<file path="config.mk">
export PLATFORM = sky130hd
export DESIGN_NAME = fetch_queue
export DESIGN_NICKNAME = d
export VERILOG_FILES = /design/src/rtl/fetch_queue.sv
export SDC_FILE = /design/constraint.sdc
export NUM_CORES = 1
export LEC_CHECK = 0
export ABC_AREA = 1
export CORE_MARGIN = 2
export CORE_UTILIZATION = 54
export CTS_CLUSTER_SIZE = 8
export DETAILED_ROUTE_END_ITERATION = 8
export PLACE_DENSITY_LB_ADDON = 0.25
export SETUP_SLACK_MARGIN = 0.1
export SLEW_MARGIN = 20
export SYNTH_ARGS = -nofsm -noshare
export SYNTH_HDL_FRONTEND = slang
export SYNTH_SLANG_ARGS = --single-unit
</file>
<file path="constraint.sdc">
create_clock -name Clk -period 9.55 [get_ports Clk]
set_input_delay 1.91 -clock Clk [delete_from_list [all_inputs] [get_ports Clk]]
set_output_delay 1.91 -clock Clk [all_outputs]
set_load 0.01 [all_outputs]
</file>
<file path="src/rtl/fetch_queue.sv">
// Instruction fetch queue: circular buffer of {PC, instruction} between fetch and decode.
// Latency: an entry pushed at edge N is visible to decode after edge N (no fall-through, no bypass).
// Backpressure: FetchReady depends only on occupancy (full -> 0); Flush drops all entries and this cycle's push/pop.
module fetch_queue #(
    parameter int DEPTH    = 2,
    parameter int PC_LIMIT = 127
) (
    input  logic                         Clk,
    input  logic                         Reset,
    input  logic [31:0]                  FetchPC,
    input  logic [31:0]                  FetchInstruction,
    input  logic                         FetchValid,
    output logic                         FetchReady,
    input  logic                         Flush,
    input  logic                         DecodeReady,
    output logic                         DecodeValid,
    output logic [31:0]                  DecodeInstruction,
    output logic [31:0]                  DecodePC,
    output logic [31:0]                  DecodePCPlus4,
    output logic [$clog2(DEPTH+1)-1:0]   Count
);

    localparam int PW = $clog2(DEPTH);
    localparam int CW = $clog2(DEPTH + 1);
    localparam logic [CW-1:0] FULL_COUNT = CW'(DEPTH);
    localparam logic [31:0]   PC_MAX     = 32'(PC_LIMIT);

    // Entry storage is not reset; occupancy alone decides what is valid.
    logic [31:0]   r_pc_mem    [DEPTH];
    logic [31:0]   r_instr_mem [DEPTH];
    logic [PW-1:0] r_rd_ptr;
    logic [PW-1:0] r_wr_ptr;
    logic [CW-1:0] r_count;

    logic          w_full;
    logic          w_empty;
    logic          w_push;
    logic          w_pop;
    logic [31:0]   w_head_pc;
    logic [31:0]   w_head_instr;
    logic [31:0]   w_pc_sum;

    assign w_full  = (r_count == FULL_COUNT);
    assign w_empty = (r_count == '0);

    // Ready is a pure function of occupancy, so decode stalls never reach fetch combinationally.
    assign FetchReady  = Reset & ~w_full;
    assign DecodeValid = ~w_empty;

    assign w_push = FetchValid & FetchReady & ~Flush;
    assign w_pop  = DecodeValid & DecodeReady & ~Flush;

    assign w_head_pc    = r_pc_mem[r_rd_ptr];
    assign w_head_instr = r_instr_mem[r_rd_ptr];
    assign w_pc_sum     = w_head_pc + 32'd4;

    // Head presentation, forced to zero (NOP / PC 0) while the queue is empty.
    always_comb begin
        DecodeInstruction = 32'd0;
        DecodePC          = 32'd0;
        DecodePCPlus4     = 32'd0;
        if (!w_empty) begin
            DecodeInstruction = w_head_instr;
            DecodePC          = w_head_pc;
            DecodePCPlus4     = (w_pc_sum > PC_MAX) ? 32'd0 : w_pc_sum;
        end
    end

    // Write the offered entry into the slot at the write pointer on an accepted push.
    always_ff @(posedge Clk) begin
        if (w_push) begin
            r_pc_mem[r_wr_ptr]    <= FetchPC;
            r_instr_mem[r_wr_ptr] <= FetchInstruction;
        end
    end

    // Pointer and occupancy update; flush outranks push and pop.
    always_ff @(posedge Clk or negedge Reset) begin
        if (!Reset) begin
            r_rd_ptr <= '0;
            r_wr_ptr <= '0;
            r_count  <= '0;
        end else if (Flush) begin
            r_rd_ptr <= '0;
            r_wr_ptr <= '0;
            r_count  <= '0;
        end else begin
            if (w_push) begin
                r_wr_ptr <= r_wr_ptr + PW'(1);
            end
            if (w_pop) begin
                r_rd_ptr <= r_rd_ptr + PW'(1);
            end
            case ({w_push, w_pop})
                2'b10:   r_count <= r_count + CW'(1);
                2'b01:   r_count <= r_count - CW'(1);
                default: r_count <= r_count;
            endcase
        end
    end

    assign Count = r_count;

endmodule

</file>
* After elaboration in Yosys (flattened, before gate mapping)
Memory sizes are Yosys's and may differ from the RTL's. Cells that the tools add are included.
Storage, ports and cells: logic and storage cells 38, memories 2, register bits after elaboration 4, memory bits (writable) 128
Memories:
- r_instr_mem | words 2, bits a word 32, rd ports 1, clocked after Yosys merged registers in 0, wr ports 1, line 30 | logic [31:0] r_instr_mem [DEPTH];
- r_pc_mem | words 2, bits a word 32, rd ports 1, clocked after Yosys merged registers in 0, wr ports 1, line 29 | logic [31:0] r_pc_mem [DEPTH];
Cells by class: bitwise operators 8, eq/ne operators 3, reduce and logical (&&, ||, !) cells 4, $lt $le $gt $ge 1, mux-type cells 12, $add $sub $neg 5
Operators by type and width (count):
- $mux 32 | 4
- $add 32x3->32 const B | 1
- $gt 32x7->1 const B | 1
- $mux 1 | 6
- $and 1x1->1 | 5
- $eq 2x2->1 const B | 2
- $pmux 2 s2 | 1
- $reduce_bool 2->1 | 2
- $not 1->1 | 3
- $reduce_bool 3->1 | 1
- $add 1x1->1 const B | 2
- $add 2x1->2 const B | 1
- $eq 2x1->1 const B | 1
- $logic_not 2->1 | 1
- $mux 2 | 1
- $sub 2x1->2 const B | 1

* Depth between registers and ports, before layout
word-level depth 8, gate-level depth with buffers 20

* Least setup slack after synthesis
Ideal clock, no wire load.
path kind input to register, start in Reset, end mem r_instr_mem[0][0] (enable), library setup time 487 ps, stages on the path 4, required time 9063 ps, setup slack 4039 ps, arrival time 5024 ps, cells stage by stage inv_1 nor2_1 nand3_1 nor2_1
On the way: word-level cells in the longest chain between the ends 5
RTL lines:
- from (decl) | line 9 | input logic Reset,
- $and 1x1->1 | line 47 | assign FetchReady = Reset & ~w_full;
- via FetchReady | line 13 | output logic FetchReady,
- $and 1x1->1 (2 in a row) | line 50 | assign w_push = FetchValid & FetchReady & ~Flush;
- $mux 1 | line 71 | if (w_push) begin
- $mux 1 (not written as such) | line 73 | r_instr_mem[r_wr_ptr] <= FetchInstruction;
- to (decl) | line 30
The timed path passes the listed nets, and every way through them passes these cells.

* Worst setup path after layout
start reg r_rd_ptr, end out DecodePCPlus4[6]
On the way: word-level cells in the longest chain between the ends 5
RTL lines:
- from (decl) | line 31 | logic [PW-1:0] r_rd_ptr;
- from (signal assigned) | line 92 | r_rd_ptr <= r_rd_ptr + PW'(1);
- $mem_v2 2x32 *
- $add 32x3->32 * | line 55 | assign w_pc_sum = w_head_pc + 32'd4;
- $gt 32x7->1 | line 65 | DecodePCPlus4 = (w_pc_sum > PC_MAX) ? 32'd0 : w_pc_sum;
- $mux 32 * | line 65
- $mux 32 * | line 62 | if (!w_empty) begin
- to (decl) | line 19 | output logic [31:0] DecodePCPlus4,
Every way passes the cells marked *; elsewhere a longest branch is shown, timed or not.

==> results.cfg <==
[synth]
syn_inst = 766
synth_top_family_by_area = simple AND/OR/NAND/NOR gates
synth_simple_gate_area_share_pct = 27.0
synth_area_leaders = edfxtp_1, nand2_1, nor2_1, inv_1, buf_4
synth-xor-area-share_pct = 0.257
synth_top_cell_by_area = edfxtp_1
synth_fa_ha_area_share_pct = 0.367
ys_seq_elements = 132
synthesis.area_mm2 = 0.00682
async_reset_ff_share_pct = 3.03
synth_warnings = 0
yosysSeqAreaShare_pct = 57.8
synth_area_per_cell_um2 = 8.90
synth-compound-area-share_pct = 5.38
synth_top_area_share_pct = 56.4
synth-edff-count = 128
muxShareOfSynthArea_pct = 0
yosysUniqueCellTypes = 32
synthFlopType = edfxtp_1

[placement]
place_congestion = 0.919
placed_area_mm2 = 0.00825
hpwl_um = 12200
dp_slack_ns = 3.30
io_buffers = 143

[power]
intPower_mw = 1.38
switching_share_pct = 35.8
comb_power_share_pct = 37.5
p_sw_mw = 0.769
max-vdd-ir-drop_mv = 0.165
p_seq_share_pct = 33.3
power.density_mw_per_mm2 = 244
clockPowerShare_pct = 29.2
leakage_nw = 3.53

[flow_run]
drv_cap = 0

[layout]
drive_gt1_share_pct = 8.06
nFillCells = 999
final_nets = 976
syn2layout_area_growth_pct = 29.3
n_antenna_cell = 0
final_cell_area_mm2 = 0.00882

[drt]
dr_wl_met3_um = 1240
avgRoutedWirePerCell_um = 15.9
num_vias = 5591
drc = 0
first_iter_violations = 352
top_layer_used = met4
first_pass_iters = 5
dr_wl_met2_um = 8800
vias_per_cell = 5.13
wl_met1_um = 7100
drt-total-wl_um = 17400
final_antenna_net_count = 0

[die]
fp.dieW_um = 116
core_mm2 = 0.0125
row_count = 41
fp.dieArea_mm2 = 0.0135
start_util_pct = 54.7
ioPinCount = 169
die_h_um = 116

[worst_setup_path]
reg2regPathDepth = 5
critical_path_class = reg -> out
end_kind = output port
rrSetupSlack_ns = 7.03
cp_max_fo = 97
r2r-end = r_pc_mem[1][8]
worstPathRequired_ns = 7.64
cp.arrival_ns = 4.78
r2r-start = Count[0]
start_kind = register

[status]
outcome = completed

[min_path]
min_from = Count[0]
hold_depth = 1
min_to = Count[0]
hp-class = reg -> reg

[global_routing]
grt_pass1_wl_um = 27200
overflow = 0
grt_pass1_vias = 5554
antenna_found_initial = 0
grt_use_total_pct = 26.5
grt_max_degree = 98

[clock_tree]
cts_setup_buffers = 0
cts_buffers = 17
cts-root-buf = clkbuf_16
cts_resized = 0
hold_buffers = 0
h-tree-depth = 4
cts_sinks = 132
clk_pin_slew_worst_paths_ns = 0.06
cts_tree = done
insertion_delay_ns = 0.42
clk_path_buf_depth = 2

[sta]
fin_crit_sh_pct = 70.1
drv_slew = 0
hold_violations = 0
max_slew_margin_pct = 28.0
skew_ns = 0.00507
worst_slew_pin_slew_ns = 1.08
setup_tns_ns = 0
rsz0062_at_grt = false
setup_viol = 0
fmax_mhz = 149
min_period_ns = 6.69
setup_ws_ns = 2.86
==> metal layers <==
metal	global-route usage (%)	up-vias
li1	-	2723
met1	32.3	2627
met2	45.7	227
met3	7.42	14
met4	8.17	0
met5	0	-
==> state kept, by name, indices dropped and copies added, names as in the netlist <==
signal / cells
r_rd_ptr: 1
r_instr_mem: 64
Count: 2
r_pc_mem: 64
r_wr_ptr: 1
==> cell usage in the layout (no fill, tap or decap), types with 6 or more instances in the layout <==
cell type and n:
nor2_1 88, nor2_4 7, nand2_2 11, inv_1 67, clkdlybuf4s50_1 143, o21ai_1 6
a21oi_1 37, nand2_1 277, o21ai_0 20, conb_1 25, nor2_2 7, clkbuf_16 17
nand3_1 34, edfxtp_1 128, nand4_1 7
==> cell usage after synthesis (all sizes together), types with 2 or more instances <==
master,n
nand4,7
o21ai,31
dfrtp,4
xor2,2
edfxtp,128
nor2,102
clkbuf,9
a21oi,37
nand3,35
nand2,292
inv,69
nor3,2
ha,2
buf,41
==> how the worst max path moves through the flow <==
| stage | endpoint | startpoint |
|---|---|---|
| floorplan | r_instr_mem[0][0] | Reset |
| global placement | DecodePCPlus4[6] | r_rd_ptr |
| detailed placement | DecodePCPlus4[6] | r_rd_ptr |
| CTS | DecodePCPlus4[6] | r_rd_ptr |
| global route | DecodePCPlus4[6] | r_rd_ptr |
| finish | DecodePCPlus4[6] | r_rd_ptr |
==> final cells by class <==
type	count	area (um2)	area share [%]
flip-flops and latches	132	3950	44.8
multi-input cells	539	2360	26.8
repair buffers	146	1450	16.5
clock buffers	17	425	4.82
inverters	69	267	3.02
well taps	172	215	2.44
clock inverters	15	145	1.65
==> power groups by stage <==
stage          Clock [mW]  Sequential [mW]  Combinational [mW]
3_3_place_gp            0            0.725               0.795
3_5_place_dp            0            0.727               0.803
2_1_floorplan           0            0.690               0.455
6_report            0.627            0.715               0.807
5_1_grt             0.658            0.721               0.878
4_1_cts             0.635            0.715               0.810
==> critical path, stage by stage, from the launching register on <==
cell and delay [ns]:
dfrtp_4 1.13, inv_8 0.35, o21ai_0 0.49, ha_1 0.27, inv_1 0.08, nor2_1 0.15, nand2_2 0.10, nor2_4 0.15
nand2_1 0.10, nor2_2 0.12, nand3_1 0.07, nand2_1 0.08, nand3_1 0.06, nor2_1 0.13, nand3_2 0.22, nor2_1 0.24
clkdlybuf4s50_1 0.58
==> stage by stage <==
step	hold slack (ns)	power [mW]	util, %	cells
2_1_floorplan	0.521	1.14	-	790
3_3_place_gp	0.604	1.52	66.2	1058
3_5_place_dp	0.622	1.53	66.2	1058
4_1_cts	0.636	2.16	70.7	1090
5_1_grt	0.654	2.26	70.7	1090
6_report	0.643	2.15	70.7	1090
==> cell families (layout without fill, tap and decap cells) <==
| kind of cell | after synthesis | in the layout |
|---|---|---|
| AOI/OAI and AO/OA | 69 | 69 |
| xor gates and xnor gates | 2 | 2 |
| adders and majority gates | 2 | 2 |
| buffers and inverters | 119 | 247 |
| DFF | 132 | 132 |
| other | 1 | 25 |
| and+or+nand+nor | 441 | 441 |
Note: power is estimated with default switching activity, not from simulation.
